$ cat config.mk
export PLATFORM = sky130hd
export DESIGN_NAME = counter_seq_ctrl
export DESIGN_NICKNAME = d
export VERILOG_FILES = /design/src/rtl/counter_seq_ctrl.sv
export SDC_FILE = /design/constraint.sdc
export NUM_CORES = 1
export LEC_CHECK = 0
export CAP_MARGIN = 20
export CELL_PAD_IN_SITES_DETAIL_PLACEMENT = 0
export CELL_PAD_IN_SITES_GLOBAL_PLACEMENT = 1
export CORE_ASPECT_RATIO = 1.4
export CORE_MARGIN = 2
export CORE_UTILIZATION = 35
export CTS_CLUSTER_DIAMETER = 60
export DETAILED_ROUTE_END_ITERATION = 12
export GPL_TIMING_DRIVEN = 1
export MAX_ROUTING_LAYER = met4
export PLACE_DENSITY_LB_ADDON = 0.05
export RECOVER_POWER = 100
export SLEW_MARGIN = 10
export SYNTH_ARGS = -nofsm -noshare
export SYNTH_HDL_FRONTEND = slang
export SYNTH_SLANG_ARGS = --single-unit
$ cat constraint.sdc
create_clock -name clk -period 1.9 [get_ports clk]
set_input_delay 0.38 -clock clk [delete_from_list [all_inputs] [get_ports clk]]
set_output_delay 0.38 -clock clk [all_outputs]
set_load 0.005 [all_outputs]
$ cat src/rtl/counter_seq_ctrl.sv
// Sequencer for an external loadable free-running counter: preset, freeze, terminal reload,
// one-shot/auto-reload timing with pause. Optional sticky irq under COUNTER_SEQ_CTRL_IRQ_EN.
module counter_seq_ctrl #(
  parameter int unsigned WIDTH = 4,
  parameter int unsigned PER_W = 8
) (
  input  logic             clk,
  input  logic             reset,
  input  logic             start,
  input  logic             stop,
  input  logic             pause,
  input  logic [WIDTH-1:0] start_val,
  input  logic [WIDTH-1:0] end_val,
  input  logic             mode,
  input  logic [WIDTH-1:0] cnt_count,
  output logic             cnt_load,
  output logic [WIDTH-1:0] cnt_load_data,
  output logic             busy,
  output logic             done,
  output logic [PER_W-1:0] periods
`ifdef COUNTER_SEQ_CTRL_IRQ_EN
  ,
  output logic             irq,
  input  logic             irq_clr
`endif
);

  typedef enum logic [1:0] {IDLE, LOAD, RUN, HOLD} state_e;

  state_e             state_q, state_d;
  logic [WIDTH-1:0]   start_q, end_q;
  logic               mode_q;
  logic               done_q;
  logic [PER_W-1:0]   periods_q;
  logic               accept;
  logic               hit;
  logic               terminal;

  assign terminal = (cnt_count == end_q);

  // State register and datapath registers
  always_ff @(posedge clk) begin
    if (reset) begin
      state_q   <= IDLE;
      start_q   <= '0;
      end_q     <= '0;
      mode_q    <= 1'b0;
      done_q    <= 1'b0;
      periods_q <= '0;
    end else begin
      state_q <= state_d;
      done_q  <= hit;
      if (accept) begin
        start_q   <= start_val;
        end_q     <= end_val;
        mode_q    <= mode;
        periods_q <= '0;
      end else if (hit && (periods_q != '1)) begin
        periods_q <= periods_q + PER_W'(1);
      end
    end
  end

  // Next-state logic; RUN priority is stop > terminal > pause
  always_comb begin
    state_d = state_q;
    accept  = 1'b0;
    hit     = 1'b0;
    unique case (state_q)
      IDLE: begin
        if (start && !stop) begin
          accept  = 1'b1;
          state_d = LOAD;
        end
      end
      LOAD: state_d = RUN;
      RUN: begin
        if (stop) begin
          state_d = IDLE;
        end else if (terminal) begin
          hit = 1'b1;
          if (!mode_q) state_d = IDLE;
        end else if (pause) begin
          state_d = HOLD;
        end
      end
      HOLD: begin
        if (stop)        state_d = IDLE;
        else if (!pause) state_d = RUN;
      end
      default: state_d = IDLE;
    endcase
  end

  // Counter control: default is freeze (reload the current value)
  always_comb begin
    cnt_load      = 1'b1;
    cnt_load_data = cnt_count;
    if (!reset) begin
      unique case (state_q)
        IDLE: ;
        LOAD: cnt_load_data = start_q;
        RUN: begin
          if (!stop) begin
            if (terminal) begin
              if (mode_q) cnt_load_data = start_q;
            end else if (!pause) begin
              cnt_load = 1'b0;
            end
          end
        end
        HOLD: begin
          if (!stop && !pause) cnt_load = 1'b0;
        end
        default: ;
      endcase
    end
  end

  assign busy    = (state_q != IDLE);
  assign done    = done_q;
  assign periods = periods_q;

`ifdef COUNTER_SEQ_CTRL_IRQ_EN
  logic irq_q;

  // Set from the registered done pulse so a coincident clear loses
  always_ff @(posedge clk) begin
    if (reset)         irq_q <= 1'b0;
    else if (done_q)   irq_q <= 1'b1;
    else if (irq_clr)  irq_q <= 1'b0;
  end

  assign irq = irq_q;
`endif

endmodule
# Yosys cells after proc, flatten, opt, wreduce, memory -nomap -nowiden
# Index checks and enable logic that the tools add are counted.
# totals
output_inout_bits,15
ff_bits,20
# op_classes
n_eq_ne,9
n_addsub,1
reduce_logical,9
n_mux,24
# op_table
op,count
4-bit 2-to-1 mux,4
2-bit 2-to-1 mux,7
1-bit 2-to-1 mux,10
"8-bit by 1-bit adder with 8-bit output, second input constant",1
"4-bit != test, second input constant",2
"8-bit != test, second input constant",1
2-bit one-hot mux with 4 select lines,1
4-bit one-hot mux with 2 select lines,1
"2-bit == test, second input constant",2
4-bit == test,1
4-bit AND reduction,1
1-bit logical AND,3
"3-bit != test, second input constant",1
"2-bit by 1-bit == test with 1-bit output, second input constant",1
1-bit zero test,2
2-bit zero test,1
"2-bit != test, second input constant",1
1-bit one-hot mux with 2 select lines,1
2-bit nonzero test,1
2-bit OR reduction,1

# Longest topological paths before layout
# Gate-level depths: netlist of the first run.
# depth
ltp_word,5
depth_mapped,8
mapped_depth_nobuf,7

# Worst setup path before layout of the first run
# Ideal clock, no wire load.
# synth_path
path_kind,register to output
start,reg state_q[0]
end,out cnt_load_data[0]
stages_incl_launch_ff,8
path_slack_ns,0.157
n_path_buf,0
arrival_time_ns,1.363
path_cell_list,dfxtp_1 -> inv_1 -> ha_1 -> inv_1 -> nor2_1 -> a21oi_1 -> nor3b_2 -> a22o_1
# synth_via
elab_chain_len,3
# synth_rtl
item,line_no,text
start: declaration,30,"state_e state_q, state_d;"
start signal: assignment,51,state_q <= state_d;
2-bit == test / 2-bit by 1-bit == test with 1-bit output (equally long branches),100,unique case (state_q)
4-bit one-hot mux with 2 select lines *,100,
4-bit 2-to-1 mux *,99,if (!reset) begin
end: declaration,17,"output logic [WIDTH-1:0] cnt_load_data,"
# Every way passes the cells marked *; elsewhere a longest branch is shown, timed or not.

# Final worst setup path of the first run
# layout_path
start,reg end_q[0]
end,out cnt_load_data[3]
# layout_via
elab_chain_len,5
# layout_rtl
item,line_no,text
start: declaration,31,"logic [WIDTH-1:0] start_q, end_q;"
start signal: assignment,55,end_q <= end_val;
4-bit == test,39,assign terminal = (cnt_count == end_q);
4-bit 2-to-1 mux,105,if (terminal) begin
4-bit 2-to-1 mux,104,if (!stop) begin
4-bit one-hot mux with 2 select lines,100,
4-bit 2-to-1 mux,99,
# Every way passes these cells.

==> run_results.csv, run 1 <==
group,metric,value,unit
worst_setup_path,critPathBufInv,3,
worst_setup_path,timing.critical_path.slowest_stage_cell,"sky130_fd_sc_hd__dfxtp_2",
yosys,synth_enable_flop_cells,0,
sta,final_hold_viols,0,
min_path,hold-path-cell-count,2,
routing,drt-total-wl,2920,um
yosys,syn-instance-count,122,
sta,skew,0.003518,ns
clock_network,ctsRootBufferMaster,"sky130_fd_sc_hd__clkbuf_8",
yosys,synth_sequential_area_ratio,0.3404,
min_path,worstHoldStart,"start_q[2]",
placement,buffer_ports.inserted,32,
power_and_ir_drop,vdd.ir_drop.worst,0.5482,mV
run_status,outcome,"complete, but fails checks",
sta,final-setup-viol-count,5,
yosys,post_synth.cell_area_avg,9.640,um^2
sta,finalWorstPathRequiredPeriod,2.171,ns
global_route,grt_pass1_vias,1096,
yosys,netlist_top_cells_count,"sky130_fd_sc_hd__dfxtp_1 (20), sky130_fd_sc_hd__nor2_1 (18), sky130_fd_sc_hd__mux2i_1 (10), sky130_fd_sc_hd__nand2_1 (8)",
worst_setup_path,category_of_the_worst_setup_path_capture_point,"primary output",
layout,nNetsFinal,202,
worst_setup_path,timing.critical_path.cells,"xnor2_2, and4_1, a21oi_2, nor3b_2, buf_4, buf_6, a22o_1, buf_2",
routing,drt.antenna.violating_nets,0,
global_route,grt_pass1_wl,4843,um
worst_setup_path,regToRegSetupSlack,0.21,ns
yosys,post_synth_instance_area,1176,um^2
routing,drt_first_iter_violations,16,
worst_setup_path,rr_startpoint,"state_q[0]",
clock_network,clk-insertion-delay-late,0.26,ns
global_route,met3_track_demand_over_resource,0.02254,
clock_network,h-tree-depth,1,
routing,vias_per_cell,5.065,
floorplanning,floorplan.die.width,52.99,um
layout,drive_gt1_frac,0.3596,
floorplanning,die_height,72.59,um
yosys,synth_area_leaders,"sky130_fd_sc_hd__dfxtp_1 (34%), sky130_fd_sc_hd__mux2i_1 (8.5%), sky130_fd_sc_hd__nor2_1 (5.7%), sky130_fd_sc_hd__xnor2_2 (5.5%), sky130_fd_sc_hd__ha_1 (5.3%)",
placement,post-place-ws,-0.8661,ns
layout,multi_input_area,782.0,um^2
global_route,grt_max_degree,13,
global_route,groute.usage.overall,0.1729,
worst_setup_path,crit_required,1.52,ns
global_route,antenna_violations_before_repair,0,
sta,fin_crit_sh,1.143,
clock_network,cts_made_buffers,3,
sta,max_freq,460.6,MHz
worst_setup_path,path_max_fanout,2,
clock_network,cts-root-to-sink-buffers,2,
routing,routed-via-count,1099,
power_and_ir_drop,leakage,0.7304,nW
routing,wire_per_inst,13.46,um
yosys,synth.net_count,145,
worst_setup_path,path_delay_family,"simple AND/OR/NAND/NOR gates",
clock_network,path_clk_slew,0.08,ns
yosys,synth_cell_types,37,
yosys,synth_top_flop_cell,"sky130_fd_sc_hd__dfxtp_1",
routing,drt_drc_violations_left,0,
worst_setup_path,critPathArrivalTime,1.79,ns
placement,detailed_place_hpwl,2293,um
min_path,min_delay_worst_endpoint,"start_q[2]",
power_and_ir_drop,total_power,0.001405,W
sta,final_max_slew_viol_count,0,
floorplanning,core_area,3153,um^2
routing,firstDrtPassIters,4,
layout,sequential_cell_area,405.4,um^2
floorplanning,starting_density_of_the_core,0.3730,
sta,worst_pin_slew,0.3965,ns
yosys,synth-async-reset-ratio,0,
run_status,failing_checks,"setup timing",
sta,timing.final.ws_setup,-0.2708,ns
global_route,global_route.usage.met2,0.3236,
layout,finalCoreUtilization,0.5734,
layout,area_grow_syn2layout,53.72,%
worst_setup_path,critical-path-max-stage-delay,0.34,ns
yosys,synth_top_area_cell,"sky130_fd_sc_hd__dfxtp_1",
worst_setup_path,setup.worst_path.start_class,"flop",
global_route,gr-total-overflow,0,
yosys,yosysWarnings,0,
yosys,post-synth-top-count-cell,"sky130_fd_sc_hd__dfxtp_1",
worst_setup_path,r2r-end,"periods[5]",
worst_setup_path,reg2regPathDepth,8,
layout,antenna-diode-count,0,
global_route,grt_util_met1,0.1760,
layout,filler_cell_count,305,
job,drv_cap,0,
floorplanning,design.portCount,33,
sta,timing.slew.headroom,0.7315,
worst_setup_path,critical_path_class,"flop to primary output",
clock_network,hold_buffers,0,
floorplanning,die_area,3847,um^2
placement,place.gp.congestion,0.7522,
yosys,ys_seq_elements,20,
floorplanning,row_count,24,
sta,grt_setup_unrepaired,"true",
min_path,worstHoldPathType,"flop to flop",
power_and_ir_drop,pwr_density_cell,777.4,nW/um^2
yosys,netlist.area_leader.share,0.3404,
global_route,top_usage_layer,"met2",
clock_network,cts.sink_count,20,
clock_network,tritoncts,"built",
## per-layer routing
metal  vias to the layer above  share of wire
met1                       517           0.38
met4                         0          0.028
met5                         -              0
li1                        541              -
met3                         8          0.039
met2                        33           0.55
## layout make-up
cell class | instances | share of cell area
Clock buffer | 3 | 0.02284
Tap cell | 39 | 0.02699
Timing Repair Buffer | 56 | 0.2644
Sequential cell | 20 | 0.2242
Multi-Input combinational cell | 92 | 0.4325
Inverter | 6 | 0.01246
Clock inverter | 1 | 0.01661
## kinds of logic (layout without fill, tap and decap cells)
logic type	after synthesis	count (layout)	share of synthesized area
AOI/OAI and AO/OA	15	15	0.1106
xor gates and xnor gates	10	10	0.1000
adders and majority gates	5	5	0.05319
buffers and inverters	10	66	0.03616
DFF	20	20	0.3404
muxes	10	10	0.08511
and+or+nand+nor	52	52	0.2745
## stage by stage
step,instances,setup TNS [ns],hold WS [ns],cell area [um^2]
after CTS,217,-0.8799,0.5133,1789
final,217,-0.8951,0.5054,1808
after global placement,207,-6.027,0.4798,1673
after global routing,217,-1.447,0.5532,1808
after detailed placement,207,-6.745,0.4931,1673
after floorplan,122,0,0.4643,1176
## worst max-delay path by stage
stage                       endpoint  cells past startpoint          from
global route        cnt_load_data[2]                      8      end_q[3]
floorplan           cnt_load_data[0]                      7    state_q[0]
CTS                 cnt_load_data[2]                      8      end_q[1]
finish              cnt_load_data[3]                      8      end_q[0]
detailed placement  cnt_load_data[3]                      7  cnt_count[2]
global placement    cnt_load_data[1]                      7  cnt_count[0]
## registers in the layout, indices dropped and copies added (netlist names)
register	cells
state_q	2
done	1
end_q	4
mode_q	1
periods	8
start_q	4
## worst register-to-register path: cells and delay by family, from the launching register on
kind / cells / cell delay [ns]
simple gates: 3 / 0.40
flops: 1 / 0.31
fa+ha+maj: 1 / 0.20
xor+xnor: 1 / 0.18
compound gates: 1 / 0.27
buf+inv: 2 / 0.23
## timing repair
action	CTS	global route
gates cloned	0	0
gates resized for setup	50	3
buffers inserted	6	0
setup endpoints to repair	6	5
pin swaps	14	3
## where the power goes
part,switching [W],internal [W]
Sequential,0.0000220,0.000450
Combinational,0.000224,0.000283
Clock,0.000145,0.000281
Total,0.000391,0.00101
## cells in the final DEF, fill, tap and decap left out, types with 2 or more instances in the layout
cell type,count
sky130_fd_sc_hd__nand2b_4,2
sky130_fd_sc_hd__nor4_2,4
sky130_fd_sc_hd__mux2i_1,10
sky130_fd_sc_hd__nand2_1,8
sky130_fd_sc_hd__clkbuf_8,3
sky130_fd_sc_hd__dlygate4sd2_1,3
sky130_fd_sc_hd__ha_1,3
sky130_fd_sc_hd__dfxtp_2,4
sky130_fd_sc_hd__nor2_1,17
sky130_fd_sc_hd__inv_1,5
sky130_fd_sc_hd__nand2b_1,2
sky130_fd_sc_hd__buf_4,21
sky130_fd_sc_hd__buf_2,8
sky130_fd_sc_hd__buf_6,2
sky130_fd_sc_hd__dfxtp_1,16
sky130_fd_sc_hd__a22o_1,4
sky130_fd_sc_hd__nor3_1,6
sky130_fd_sc_hd__xnor2_1,6
sky130_fd_sc_hd__and4_1,2
sky130_fd_sc_hd__xnor2_2,3
sky130_fd_sc_hd__a21oi_1,2
sky130_fd_sc_hd__clkdlybuf4s50_1,20
No activity file was read; power rests on OpenSTA's default activity.
==> run 2, diff against run 1 <==
--- a/config.mk
+++ b/config.mk
@@ -8,7 +8,6 @@
 export CAP_MARGIN = 20
 export CELL_PAD_IN_SITES_DETAIL_PLACEMENT = 0
 export CELL_PAD_IN_SITES_GLOBAL_PLACEMENT = 1
-export CORE_ASPECT_RATIO = 1.4
 export CORE_MARGIN = 2
 export CORE_UTILIZATION = 35
 export CTS_CLUSTER_DIAMETER = 60
==> constraint.sdc (replaced) <==
create_clock -name clk -period 1.9 [get_ports clk]
set_input_delay 0.19 -clock clk [delete_from_list [all_inputs] [get_ports clk]]
set_output_delay 0.19 -clock clk [all_outputs]
set_load 0.005 [all_outputs]
==> run 2 against run 1 <==
The run still ends with setup timing left. Core utilization shrank 3.1 points. Worst hold slack lost 0.034 ns. Clock power shrank 17%.
==> run_results.csv, run 2 (synthesized netlist as in run 1, its figures left out) <==
group,metric,value,unit
run_status,outcome,"complete, but fails checks",
run_status,failing_checks,"setup timing",
worst_setup_path,timing.critical_path.cells,"xnor2_2, buf_4, nand4_4, o21ai_2, nand3b_1, buf_4, a22o_1, buf_2",
layout,nNetsFinal,204,
layout,sequential_cell_area,406.6,um^2
worst_setup_path,critical-path-max-stage-delay,0.36,ns
worst_setup_path,setup.worst_path.start_class,"flop",
clock_network,ctsRootBufferMaster,"sky130_fd_sc_hd__clkbuf_4",
power_and_ir_drop,pwr_density_cell,741.2,nW/um^2
sta,worst_pin_slew,0.5043,ns
clock_network,cts_made_buffers,3,
layout,layout_commonest_cell,"sky130_fd_sc_hd__buf_4",
sta,timing.slew.headroom,0.6595,
floorplanning,design.portCount,33,
placement,place.gp.congestion,0.8536,
sta,final_max_slew_viol_count,0,
routing,firstDrtPassIters,4,
sta,finalWorstPathRequiredPeriod,1.998,ns
floorplanning,floorplan.die.width,61.97,um
routing,drt_first_iter_violations,35,
floorplanning,core_area,3284,um^2
global_route,grt_pass1_wl,4636,um
worst_setup_path,path_delay_family,"buffers and inverters",
placement,buffer_ports.inserted,32,
worst_setup_path,critical_path_class,"flop to primary output",
clock_network,cts.sink_count,20,
worst_setup_path,worst_path_most_repeated_cell,"sky130_fd_sc_hd__buf_4",
placement,post-place-ws,-0.4621,ns
routing,vias_per_cell,4.743,
sta,timing.final.ws_setup,-0.09759,ns
global_route,gr-total-overflow,0,
worst_setup_path,critPathBufInv,3,
clock_network,tritoncts,"built",
global_route,grt_max_degree,13,
routing,routed-via-count,1072,
floorplanning,die_area,3840,um^2
worst_setup_path,category_of_the_worst_setup_path_capture_point,"primary output",
clock_network,cts-root-to-sink-buffers,2,
clock_network,clk-insertion-delay-late,0.30,ns
floorplanning,row_count,21,
sta,max_freq,500.6,MHz
routing,drt_drc_violations_left,0,
sta,fin_crit_sh,1.051,
global_route,groute.usage.overall,0.1680,
global_route,antenna_violations_before_repair,0,
layout,filler_cell_count,311,
routing,drt-total-wl,2836,um
layout,drive_gt1_frac,0.3333,
global_route,grt_pass1_vias,1015,
layout,multi_input_area,757.0,um^2
placement,detailed_place_hpwl,2173,um
job,drv_cap,0,
layout,antenna-diode-count,0,
layout,layout.cells.most_common_list,"sky130_fd_sc_hd__buf_4 (22), sky130_fd_sc_hd__nor2_1 (17), sky130_fd_sc_hd__dfxtp_1 (15), sky130_fd_sc_hd__clkdlybuf4s50_1 (14), sky130_fd_sc_hd__mux2i_1 (10)",
worst_setup_path,path_max_fanout,3,
layout,largest_reg_flops,8,
routing,wire_per_inst,12.55,um
placement,dpl_cell_area,1684,um^2
floorplanning,starting_density_of_the_core,0.3581,
layout,stdcell_area,1782,um^2
floorplanning,die_height,61.97,um
clock_network,hold_buffers,0,
sta,skew,0.005964,ns
power_and_ir_drop,vdd.ir_drop.worst,0.3785,mV
clock_network,path_clk_slew,0.12,ns
worst_setup_path,critPathArrivalTime,1.81,ns
sta,final-setup-viol-count,3,
clock_network,h-tree-depth,1,
layout,finalCoreUtilization,0.5425,
routing,drt.antenna.violating_nets,0,
worst_setup_path,timing.critical_path.slowest_stage_cell,"sky130_fd_sc_hd__dfxtp_2",
min_path,worstHoldPathType,"input port to flop",
worst_setup_path,crit_required,1.71,ns
sta,grt_setup_unrepaired,"true",
sta,final_hold_viols,0,
power_and_ir_drop,leakage,0.7449,nW
layout,area_grow_syn2layout,51.49,%
-- run 2: routing by layer --
layer  track usage  vias to the layer above  wire [um]
met4       0.06079                        0         33
li1              -                      543          -
met3       0.02070                        4         87
met2        0.2530                       22       1341
met5             -                        -          0
met1        0.2299                      503       1374
-- run 2: final cells by class --
type                    instances  area share
clock inverters                 1     0.01685
clock buffers                   3     0.01264
well taps                      46     0.03230
flip-flops and latches         20      0.2282
repair buffers                 58      0.2725
multi-input cells              92      0.4249
inverters                       6     0.01264
-- run 2: timing repair --
action                     4_1_cts  5_1_grt
pin swaps                       13        5
buffers inserted                 5        1
setup endpoints to repair        5        4
gates resized for setup         31        5
-- run 2: worst paths after layout --
kind              start               end  slack, ns  cells past startpoint
max            end_q[3]  cnt_load_data[3]       -0.1                      8
min          end_val[0]          end_q[0]       0.47                      3
min reg2reg  start_q[2]        start_q[2]       0.52                      2
max reg2reg    end_q[3]        state_q[0]       0.14                      8
-- run 2: through the flow --
step | setup TNS (ns) | power (W) | std cells | hold slack [ns]
floorplan | 0 | 0.0007230 | 122 | 0.3339
global placement | -1.809 | 0.0009396 | 216 | 0.4865
detailed placement | -2.224 | 0.0009450 | 216 | 0.5026
CTS | -0.1865 | 0.001330 | 225 | 0.4607
global route | -0.6128 | 0.001399 | 226 | 0.4650
finish | -0.2596 | 0.001321 | 226 | 0.4710
-- run 2: where the power goes --
group          total [W]  internal [W]  switching [W]
sequential      0.000471      0.000452      0.0000200
clock           0.000354      0.000213       0.000141
combinational   0.000495      0.000276       0.000219
-- run 2: worst reg2reg max path: cells and delay by family (launching register included) --
family                    cells  cell delay, ns
AOI/OAI and AO/OA             2            0.51
and+or+nand+nor               2            0.18
DFF                           1            0.36
buffers and inverters         3            0.49
xor gates and xnor gates      1            0.13
